<file path="config.mk">
export PLATFORM = sky130hd
export DESIGN_NAME = axi_burst_master_flat
export DESIGN_NICKNAME = d
export VERILOG_FILES = /design/src/rtl/axi_burst_master_if.sv /design/src/rtl/axi_burst_master.sv /design/src/flat_wrapper.sv
export SDC_FILE = /design/constraint.sdc
export NUM_CORES = 1
export LEC_CHECK = 0
export ABC_AREA = 1
export BUFFER_PORTS_ARGS = -buffer_cell sky130_fd_sc_hd__clkbuf_2
export CORE_AREA = 10 10 478 480
export CTS_CLUSTER_SIZE = 10
export DETAILED_ROUTE_END_ITERATION = 7
export DIE_AREA = 0 0 488 490
export PLACE_DENSITY = 0.34
export SLEW_MARGIN = 20
export SYNTH_ARGS = -nofsm -noshare
export SYNTH_HDL_FRONTEND = slang
export SYNTH_SLANG_ARGS = --single-unit
</file>
<file path="constraint.sdc">
create_clock -name clk -period 3.4 [get_ports clk]
set_clock_uncertainty 0.15 [all_clocks]
set_input_delay 0.17 -clock clk [delete_from_list [all_inputs] [get_ports clk]]
set_output_delay 0.17 -clock clk [all_outputs]
set_load 0.02 [all_outputs]
</file>
<file path="src/rtl/axi_burst_master_if.sv">
// AXI4 memory-side bundle for one burst master port.
// The master modport is the burst engine; the slave modport is the memory side.
interface axi_burst_master_if #(
  parameter int ADDR_W = 32,
  parameter int DATA_W = 256
);
  logic              awid;
  logic [ADDR_W-1:0] awaddr;
  logic [7:0]        awlen;
  logic [2:0]        awsize;
  logic [1:0]        awburst;
  logic              awlock;
  logic [3:0]        awcache;
  logic [2:0]        awprot;
  logic [3:0]        awqos;
  logic              awvalid;
  logic              awready;

  logic [DATA_W-1:0]   wdata;
  logic [DATA_W/8-1:0] wstrb;
  logic                wlast;
  logic                wvalid;
  logic                wready;

  logic [1:0] bresp;
  logic       bvalid;
  logic       bready;

  logic              arid;
  logic [ADDR_W-1:0] araddr;
  logic [7:0]        arlen;
  logic [2:0]        arsize;
  logic [1:0]        arburst;
  logic              arlock;
  logic [3:0]        arcache;
  logic [2:0]        arprot;
  logic [3:0]        arqos;
  logic              arvalid;
  logic              arready;

  logic [DATA_W-1:0] rdata;
  logic [1:0]        rresp;
  logic              rlast;
  logic              rvalid;
  logic              rready;

  modport master (
    output awid, awaddr, awlen, awsize, awburst, awlock, awcache, awprot, awqos, awvalid,
    input  awready,
    output wdata, wstrb, wlast, wvalid,
    input  wready,
    input  bresp, bvalid,
    output bready,
    output arid, araddr, arlen, arsize, arburst, arlock, arcache, arprot, arqos, arvalid,
    input  arready,
    input  rdata, rresp, rlast, rvalid,
    output rready
  );

  modport slave (
    input  awid, awaddr, awlen, awsize, awburst, awlock, awcache, awprot, awqos, awvalid,
    output awready,
    input  wdata, wstrb, wlast, wvalid,
    output wready,
    output bresp, bvalid,
    input  bready,
    input  arid, araddr, arlen, arsize, arburst, arlock, arcache, arprot, arqos, arvalid,
    output arready,
    output rdata, rresp, rlast, rvalid,
    input  rready
  );
endinterface

</file>
<file path="src/rtl/axi_burst_master.sv">
// Turns one native-bus burst request into a single AXI4 INCR burst,
// one write or read in flight at a time.
module axi_burst_master #(
  parameter int ADDR_W = 32,
  parameter int DATA_W = 256,
  parameter int LEN_W  = 8
) (
  input  logic                clk,
  input  logic                rst,
  input  logic                databus_valid,
  input  logic [ADDR_W-1:0]   databus_addr,
  input  logic [DATA_W-1:0]   databus_wdata,
  input  logic [DATA_W/8-1:0] databus_wstrb,
  input  logic [LEN_W-1:0]    dma_len,
  output logic                databus_ready,
  output logic [DATA_W-1:0]   databus_rdata,
  output logic                error,
  axi_burst_master_if.master  m_axi
);

  localparam int              OFF_W    = $clog2(DATA_W / 8);
  localparam logic [2:0]      AX_SIZE  = 3'(OFF_W);
  localparam logic [ADDR_W-1:0] OFF_MASK = ADDR_W'((64'd1 << OFF_W) - 64'd1);

  typedef enum logic [2:0] {
    IDLE   = 3'd0,
    W_ADDR = 3'd1,
    W_DATA = 3'd2,
    W_RESP = 3'd3,
    R_ADDR = 3'd4,
    R_DATA = 3'd5,
    DONE   = 3'd6
  } state_t;

  state_t            state_r;
  logic [ADDR_W-1:0] addr_r;
  logic [LEN_W-1:0]  len_r;
  logic [LEN_W-1:0]  count_r;
  logic              awvalid_r;
  logic              wvalid_r;
  logic              bready_r;
  logic              arvalid_r;
  logic              rready_r;
  logic              last_beat_s;

  assign last_beat_s = (count_r == len_r);

  assign m_axi.awid    = 1'b0;
  assign m_axi.awaddr  = addr_r;
  assign m_axi.awlen   = 8'(len_r);
  assign m_axi.awsize  = AX_SIZE;
  assign m_axi.awburst = 2'b01;
  assign m_axi.awlock  = 1'b0;
  assign m_axi.awcache = 4'b0011;
  assign m_axi.awprot  = 3'b000;
  assign m_axi.awqos   = 4'b0000;
  assign m_axi.awvalid = awvalid_r;

  // Write data comes straight from the requester; wvalid is masked on ready-pulse cycles.
  assign m_axi.wdata  = databus_wdata;
  assign m_axi.wstrb  = databus_wstrb;
  assign m_axi.wlast  = wvalid_r & last_beat_s;
  assign m_axi.wvalid = wvalid_r;
  assign m_axi.bready = bready_r;

  assign m_axi.arid    = 1'b0;
  assign m_axi.araddr  = addr_r;
  assign m_axi.arlen   = 8'(len_r);
  assign m_axi.arsize  = AX_SIZE;
  assign m_axi.arburst = 2'b01;
  assign m_axi.arlock  = 1'b0;
  assign m_axi.arcache = 4'b0011;
  assign m_axi.arprot  = 3'b000;
  assign m_axi.arqos   = 4'b0000;
  assign m_axi.arvalid = arvalid_r;
  assign m_axi.rready  = rready_r;

  // Burst sequencer: latches the request, drives the AXI handshakes, pulses databus_ready per beat.
  always_ff @(posedge clk or negedge rst) begin
    if (!rst) begin
      state_r       <= IDLE;
      addr_r        <= {ADDR_W{1'b0}};
      len_r         <= {LEN_W{1'b0}};
      count_r       <= {LEN_W{1'b0}};
      awvalid_r     <= 1'b0;
      wvalid_r      <= 1'b0;
      bready_r      <= 1'b0;
      arvalid_r     <= 1'b0;
      rready_r      <= 1'b0;
      databus_ready <= 1'b0;
      databus_rdata <= {DATA_W{1'b0}};
      error         <= 1'b0;
    end else begin
      databus_ready <= 1'b0;
      case (state_r)
        IDLE: begin
          if (databus_valid) begin
            addr_r  <= databus_addr & ~OFF_MASK;
            len_r   <= dma_len;
            count_r <= {LEN_W{1'b0}};
            error   <= 1'b0;
            if (|databus_wstrb) begin
              awvalid_r <= 1'b1;
              state_r   <= W_ADDR;
            end else begin
              arvalid_r <= 1'b1;
              state_r   <= R_ADDR;
            end
          end
        end
        W_ADDR: begin
          if (m_axi.awready) begin
            awvalid_r <= 1'b0;
            wvalid_r  <= 1'b1;
            state_r   <= W_DATA;
          end
        end
        W_DATA: begin
          if (wvalid_r && m_axi.wready) begin
            wvalid_r <= 1'b0;
            if (last_beat_s) begin
              bready_r <= 1'b1;
              state_r  <= W_RESP;
            end else begin
              databus_ready <= 1'b1;
              count_r       <= count_r + LEN_W'(1);
            end
          end else if (!wvalid_r) begin
            // Requester has had the ready-pulse cycle to present the next beat.
            wvalid_r <= 1'b1;
          end
        end
        W_RESP: begin
          if (m_axi.bvalid) begin
            bready_r      <= 1'b0;
            databus_ready <= 1'b1;
            error         <= error | (m_axi.bresp != 2'b00);
            state_r       <= DONE;
          end
        end
        R_ADDR: begin
          if (m_axi.arready) begin
            arvalid_r <= 1'b0;
            rready_r  <= 1'b1;
            state_r   <= R_DATA;
          end
        end
        R_DATA: begin
          if (m_axi.rvalid) begin
            databus_rdata <= m_axi.rdata;
            databus_ready <= 1'b1;
            if (m_axi.rlast || last_beat_s) begin
              // A short burst (rlast before the requested length) is flagged as an error.
              rready_r <= 1'b0;
              error    <= error | (m_axi.rresp != 2'b00) | !last_beat_s;
              state_r  <= DONE;
            end else begin
              error   <= error | (m_axi.rresp != 2'b00);
              count_r <= count_r + LEN_W'(1);
            end
          end
        end
        DONE: begin
          state_r <= IDLE;
        end
        default: begin
          state_r <= IDLE;
        end
      endcase
    end
  end

endmodule
</file>
<file path="src/flat_wrapper.sv">
// flat-port wrapper written by rule: the top's interface ports become plain ports
module axi_burst_master_flat 
#(
  parameter int ADDR_W = 32,
  parameter int DATA_W = 256,
  parameter int LEN_W  = 8
)
  (clk, rst, databus_valid, databus_addr, databus_wdata, databus_wstrb, dma_len, databus_ready, databus_rdata, error, m_axi_awid, m_axi_awaddr, m_axi_awlen, m_axi_awsize, m_axi_awburst, m_axi_awlock, m_axi_awcache, m_axi_awprot, m_axi_awqos, m_axi_awvalid, m_axi_awready, m_axi_wdata, m_axi_wstrb, m_axi_wlast, m_axi_wvalid, m_axi_wready, m_axi_bresp, m_axi_bvalid, m_axi_bready, m_axi_arid, m_axi_araddr, m_axi_arlen, m_axi_arsize, m_axi_arburst, m_axi_arlock, m_axi_arcache, m_axi_arprot, m_axi_arqos, m_axi_arvalid, m_axi_arready, m_axi_rdata, m_axi_rresp, m_axi_rlast, m_axi_rvalid, m_axi_rready);
  axi_burst_master_if #(.ADDR_W(ADDR_W), .DATA_W(DATA_W)) m_axi_i ();
  input  logic clk;
  input  logic rst;
  input  logic databus_valid;
  input  logic [ADDR_W-1:0] databus_addr;
  input  logic [DATA_W-1:0] databus_wdata;
  input  logic [DATA_W/8-1:0] databus_wstrb;
  input  logic [LEN_W-1:0] dma_len;
  output logic databus_ready;
  output logic [DATA_W-1:0] databus_rdata;
  output logic error;
  output wire logic [$bits(m_axi_i.awid)-1:0] m_axi_awid;
  output wire logic [$bits(m_axi_i.awaddr)-1:0] m_axi_awaddr;
  output wire logic [$bits(m_axi_i.awlen)-1:0] m_axi_awlen;
  output wire logic [$bits(m_axi_i.awsize)-1:0] m_axi_awsize;
  output wire logic [$bits(m_axi_i.awburst)-1:0] m_axi_awburst;
  output wire logic [$bits(m_axi_i.awlock)-1:0] m_axi_awlock;
  output wire logic [$bits(m_axi_i.awcache)-1:0] m_axi_awcache;
  output wire logic [$bits(m_axi_i.awprot)-1:0] m_axi_awprot;
  output wire logic [$bits(m_axi_i.awqos)-1:0] m_axi_awqos;
  output wire logic [$bits(m_axi_i.awvalid)-1:0] m_axi_awvalid;
  input wire logic [$bits(m_axi_i.awready)-1:0] m_axi_awready;
  output wire logic [$bits(m_axi_i.wdata)-1:0] m_axi_wdata;
  output wire logic [$bits(m_axi_i.wstrb)-1:0] m_axi_wstrb;
  output wire logic [$bits(m_axi_i.wlast)-1:0] m_axi_wlast;
  output wire logic [$bits(m_axi_i.wvalid)-1:0] m_axi_wvalid;
  input wire logic [$bits(m_axi_i.wready)-1:0] m_axi_wready;
  input wire logic [$bits(m_axi_i.bresp)-1:0] m_axi_bresp;
  input wire logic [$bits(m_axi_i.bvalid)-1:0] m_axi_bvalid;
  output wire logic [$bits(m_axi_i.bready)-1:0] m_axi_bready;
  output wire logic [$bits(m_axi_i.arid)-1:0] m_axi_arid;
  output wire logic [$bits(m_axi_i.araddr)-1:0] m_axi_araddr;
  output wire logic [$bits(m_axi_i.arlen)-1:0] m_axi_arlen;
  output wire logic [$bits(m_axi_i.arsize)-1:0] m_axi_arsize;
  output wire logic [$bits(m_axi_i.arburst)-1:0] m_axi_arburst;
  output wire logic [$bits(m_axi_i.arlock)-1:0] m_axi_arlock;
  output wire logic [$bits(m_axi_i.arcache)-1:0] m_axi_arcache;
  output wire logic [$bits(m_axi_i.arprot)-1:0] m_axi_arprot;
  output wire logic [$bits(m_axi_i.arqos)-1:0] m_axi_arqos;
  output wire logic [$bits(m_axi_i.arvalid)-1:0] m_axi_arvalid;
  input wire logic [$bits(m_axi_i.arready)-1:0] m_axi_arready;
  input wire logic [$bits(m_axi_i.rdata)-1:0] m_axi_rdata;
  input wire logic [$bits(m_axi_i.rresp)-1:0] m_axi_rresp;
  input wire logic [$bits(m_axi_i.rlast)-1:0] m_axi_rlast;
  input wire logic [$bits(m_axi_i.rvalid)-1:0] m_axi_rvalid;
  output wire logic [$bits(m_axi_i.rready)-1:0] m_axi_rready;
  assign m_axi_awid = m_axi_i.awid;
  assign m_axi_awaddr = m_axi_i.awaddr;
  assign m_axi_awlen = m_axi_i.awlen;
  assign m_axi_awsize = m_axi_i.awsize;
  assign m_axi_awburst = m_axi_i.awburst;
  assign m_axi_awlock = m_axi_i.awlock;
  assign m_axi_awcache = m_axi_i.awcache;
  assign m_axi_awprot = m_axi_i.awprot;
  assign m_axi_awqos = m_axi_i.awqos;
  assign m_axi_awvalid = m_axi_i.awvalid;
  assign m_axi_i.awready = m_axi_awready;
  assign m_axi_wdata = m_axi_i.wdata;
  assign m_axi_wstrb = m_axi_i.wstrb;
  assign m_axi_wlast = m_axi_i.wlast;
  assign m_axi_wvalid = m_axi_i.wvalid;
  assign m_axi_i.wready = m_axi_wready;
  assign m_axi_i.bresp = m_axi_bresp;
  assign m_axi_i.bvalid = m_axi_bvalid;
  assign m_axi_bready = m_axi_i.bready;
  assign m_axi_arid = m_axi_i.arid;
  assign m_axi_araddr = m_axi_i.araddr;
  assign m_axi_arlen = m_axi_i.arlen;
  assign m_axi_arsize = m_axi_i.arsize;
  assign m_axi_arburst = m_axi_i.arburst;
  assign m_axi_arlock = m_axi_i.arlock;
  assign m_axi_arcache = m_axi_i.arcache;
  assign m_axi_arprot = m_axi_i.arprot;
  assign m_axi_arqos = m_axi_i.arqos;
  assign m_axi_arvalid = m_axi_i.arvalid;
  assign m_axi_i.arready = m_axi_arready;
  assign m_axi_i.rdata = m_axi_rdata;
  assign m_axi_i.rresp = m_axi_rresp;
  assign m_axi_i.rlast = m_axi_rlast;
  assign m_axi_i.rvalid = m_axi_rvalid;
  assign m_axi_rready = m_axi_i.rready;
  axi_burst_master #(.ADDR_W(ADDR_W), .DATA_W(DATA_W), .LEN_W(LEN_W)) u_core (.clk(clk), .rst(rst), .databus_valid(databus_valid), .databus_addr(databus_addr), .databus_wdata(databus_wdata), .databus_wstrb(databus_wstrb), .dma_len(dma_len), .databus_ready(databus_ready), .databus_rdata(databus_rdata), .error(error), .m_axi(m_axi_i));
endmodule
</file>
==> impl_metrics.csv <==
group,metric,value,unit
global_route,grt_first_pass_wirelength,141,mm
clock_network,cts_buffer_depth,3,
timing,tns,0,ps
place,port_buffers,701,
floorplan,pin_count,1265,
worst_setup_path,rrSetupSlack,410,ps
timing,setup_slack,411,ps
routing,avgViaCountPerCell,2.42,
yosys,synth_largest_area_cell,"dfrtp_1",
routing,vias,11970,
yosys,ys.flop_type,"dfrtp_1",
worst_setup_path,crit_chain,"xnor2_1 > nand2_1 > nor2_1 > nand2_1 > nand2_1 > nand2_1 > dlygate4sd3_1 > nand2_1 > a21oi_1 > dlygate4sd3_1",
routing,wl,111,mm
global_route,grt.overflow.total,0,
yosys,async_reset_ff_frac,1.00,
worst_setup_path,cpMostUsedCell,"nand2_1",
yosys,yosysUniqueCellTypes,32,
timing,fin_crit_sh,0.879,
clock_network,post-cts-setup-buffer-count,0,
global_route,antenna_found_initial,112,
timing,fmax,335,MHz
timing,setup_viol,0,
routing,drt_iter0_drc,355,
worst_setup_path,critPathLaunchType,"flip-flop",
yosys,synth-edff-count,0,
timing,maxSlewViolCount,0,
clock_network,cts-root-buf,"clkbuf_16",
worst_setup_path,slowest_stage,"dfrtp_1",
place,gp_congestion,0.752,
routing,dr_wl_met3,17.2,mm
routing,drc_errors,0,
floorplan,die_h,490,microns
worst_setup_path,cp-end-kind,"flip-flop",
floorplan,initial_core_util,0.0726,
power,peakVddDrop,0.000460,V
yosys,synth_area_leaders,"dfrtp_1 (49%), mux2_4 (22%), buf_4 (17%)",
power,powerDensity,825,nW/um^2
yosys,yosysWarnings,0,
routing,top_layer_used,"met5",
timing,period_minus_slack,2990,ps
global_route,grt_max_degree,57,
cells_and_area,layout-drive-gt1-share,0.543,
routing,wl_met2,48.1,mm
clock_network,path_clk_slew,60,ps
clock_network,tritoncts,"yes",
routing,drt-pass1-iter-count,4,
global_route,grt_pass1_vias,13431,
floorplan,row_count,172,
yosys,syn_avg_cell_area,13.0,sq um
clock_network,cts_max_level,2,
yosys,synth.yosys.seq_area_share,0.487,
cells_and_area,syn2layout_area_growth,61.8,%
place,dp_hpwl,94.2,mm
cells_and_area,nFillCells,24959,
global_route,grt_usage,0.0885,
clock_network,cts_buffers,49,
worst_setup_path,crit_fanout,6,
floorplan,dieArea,239000,sq um
power,p_leak,12.5,nW
clock_network,clock_sinks,309,
timing,whs,8.67,ps
routing,wl_met1,38.6,mm
timing,rsz0062_at_grt,"no",
yosys,ys_ff_latch,309,
yosys,synthCells,1218,
timing,tightest_slew,602,ps
worst_setup_path,cp.arrival,3360,ps
routing,ant_nets,0,
status,status,"finished clean",
hold_path,hold_path.class,"in -> reg",
yosys,syn_area,15900,sq um
worst_setup_path,path_class,"reg -> reg",
timing,hold_violations,0,
flow_run,maxCapViolations,0,
routing,wl_per_cell,22.4,microns
floorplan,die_x,488,microns
timing,relSlewSlack,0.599,
cells_and_area,nets,2582,
floorplan,core_area,219000,sq um
place,placed_cells,4452,
yosys,synth_top_area_share,0.487,
place,dpl_worst_slack,1040,ps
worst_setup_path,slowest_delay,650,ps
clock_network,clk_latency,670,ps
worst_setup_path,required,3770,ps
cells_and_area,final_cells,4942,
timing repair:
action                                 in CTS  in global routing
endpoints found under the hold margin     596                  1
setup endpoints to repair                   0                  4
gates resized for setup                     0                  6
hold buffers                              350                  4
area by class of cell:
class / count / area, sq um / share of cell area
Inverter: 27 / 103 / 0.00399
Clock inverter: 20 / 295 / 0.0115
Clock buffer: 70 / 1390 / 0.0539
Timing Repair Buffer: 1073 / 7340 / 0.285
Multi-Input combinational cell: 524 / 5150 / 0.200
Antenna cell: 48 / 120 / 0.00467
Sequential cell: 309 / 7730 / 0.301
Tap cell: 2871 / 3590 / 0.140
per-stage QoR:
step	power, mW	cell area [sq um]	utilization
global route	22.5	25700	0.117
finish	21.2	25700	0.117
CTS	22.0	25600	0.117
global placement	15.6	20400	0.0930
detailed placement	15.6	20400	0.0930
floorplan	12.0	16100	-
synthesized netlist by cell type, drive strengths merged, types with 2 or more instances:
cell type and n:
a21oi 7, buf 401, conb 2, dfrtp 309, inv 26, mux2 286
nand2 89, nand3 16, nand3b 2, nor2 51, nor3 2, o21ai 11
xnor2 4, xor2 3
final timing paths:
| check | start | endpoint | cells after the start |
|---|---|---|---|
| max | u_core.m_axi.arlen[6]$_DFFE_PN0P_ | u_core.error$_DFFE_PN0P_ | 10 |
| min | databus_wstrb[7] | u_core.m_axi.arvalid$_DFFE_PN0P_ | 9 |
| max reg2reg | u_core.m_axi.arlen[6]$_DFFE_PN0P_ | u_core.error$_DFFE_PN0P_ | 10 |
| min reg2reg | u_core.m_axi.rready$_DFFE_PN0P_ | u_core.m_axi.rready$_DFFE_PN0P_ | 2 |
| max in group asynchronous | rst | u_core.databus_rdata[161]$_DFFE_PN0P_ | 4 |
| min in group asynchronous | rst | u_core.databus_rdata[99]$_DFFE_PN0P_ | 3 |
power by group:
part	internal (mW)	switching, mW	leakage [nW]
Sequential	5.27	1.12	3.89
Combinational	3.98	5.47	7.78
Clock	3.22	2.14	0.812
Total	12.5	8.74	12.5
flip-flops by register name, indices dropped and copies added (netlist names), 3 cells and up:
register	cells
u_core.databus_rdata	256
u_core.m_axi.araddr	27
u_core.count_r	8
u_core.m_axi.arlen	8
u_core.state_r	3
worst max-delay path, delay by kind of cell, from the launching register on:
family                 cells  cell delay, ps
buffers and inverters      2            1110
AND/OR/NAND/NOR            6             670
flip-flops                 1             650
XOR/XNOR                   1             170
AO/OA/AOI/OAI              1              60
metal layers:
layer / up-vias / global-route usage
li1: 5218 / -
met1: 5536 / 0.0898
met2: 749 / 0.138
met3: 375 / 0.0598
met4: 92 / 0.0438
met5: - / 0
placed cells by master (no fill, tap or decap), types with 16 or more instances in the layout:
cell	count
inv_1	24
nor2_1	47
mux2_2	57
dlygate4sd3_1	350
nand3_1	16
nand2_1	83
clkbuf_2	700
dfrtp_1	309
clkbuf_16	49
conb_1	46
mux2_4	229
diode_2	48
logic make-up (layout without fill, tap and decap cells):
family,count (synthesis),in the layout,share of synthesized area
AOI/OAI and AO/OA,22,22,0.00748
xor gates and xnor gates,7,7,0.00386
adders and majority gates,1,1,0.000787
buffers and inverters,429,1190,0.201
DFF,309,309,0.487
muxes,286,286,0.257
other,2,94,0.000473
and+or+nand+nor,162,162,0.0427
No activity file was read; power rests on OpenSTA's default activity.
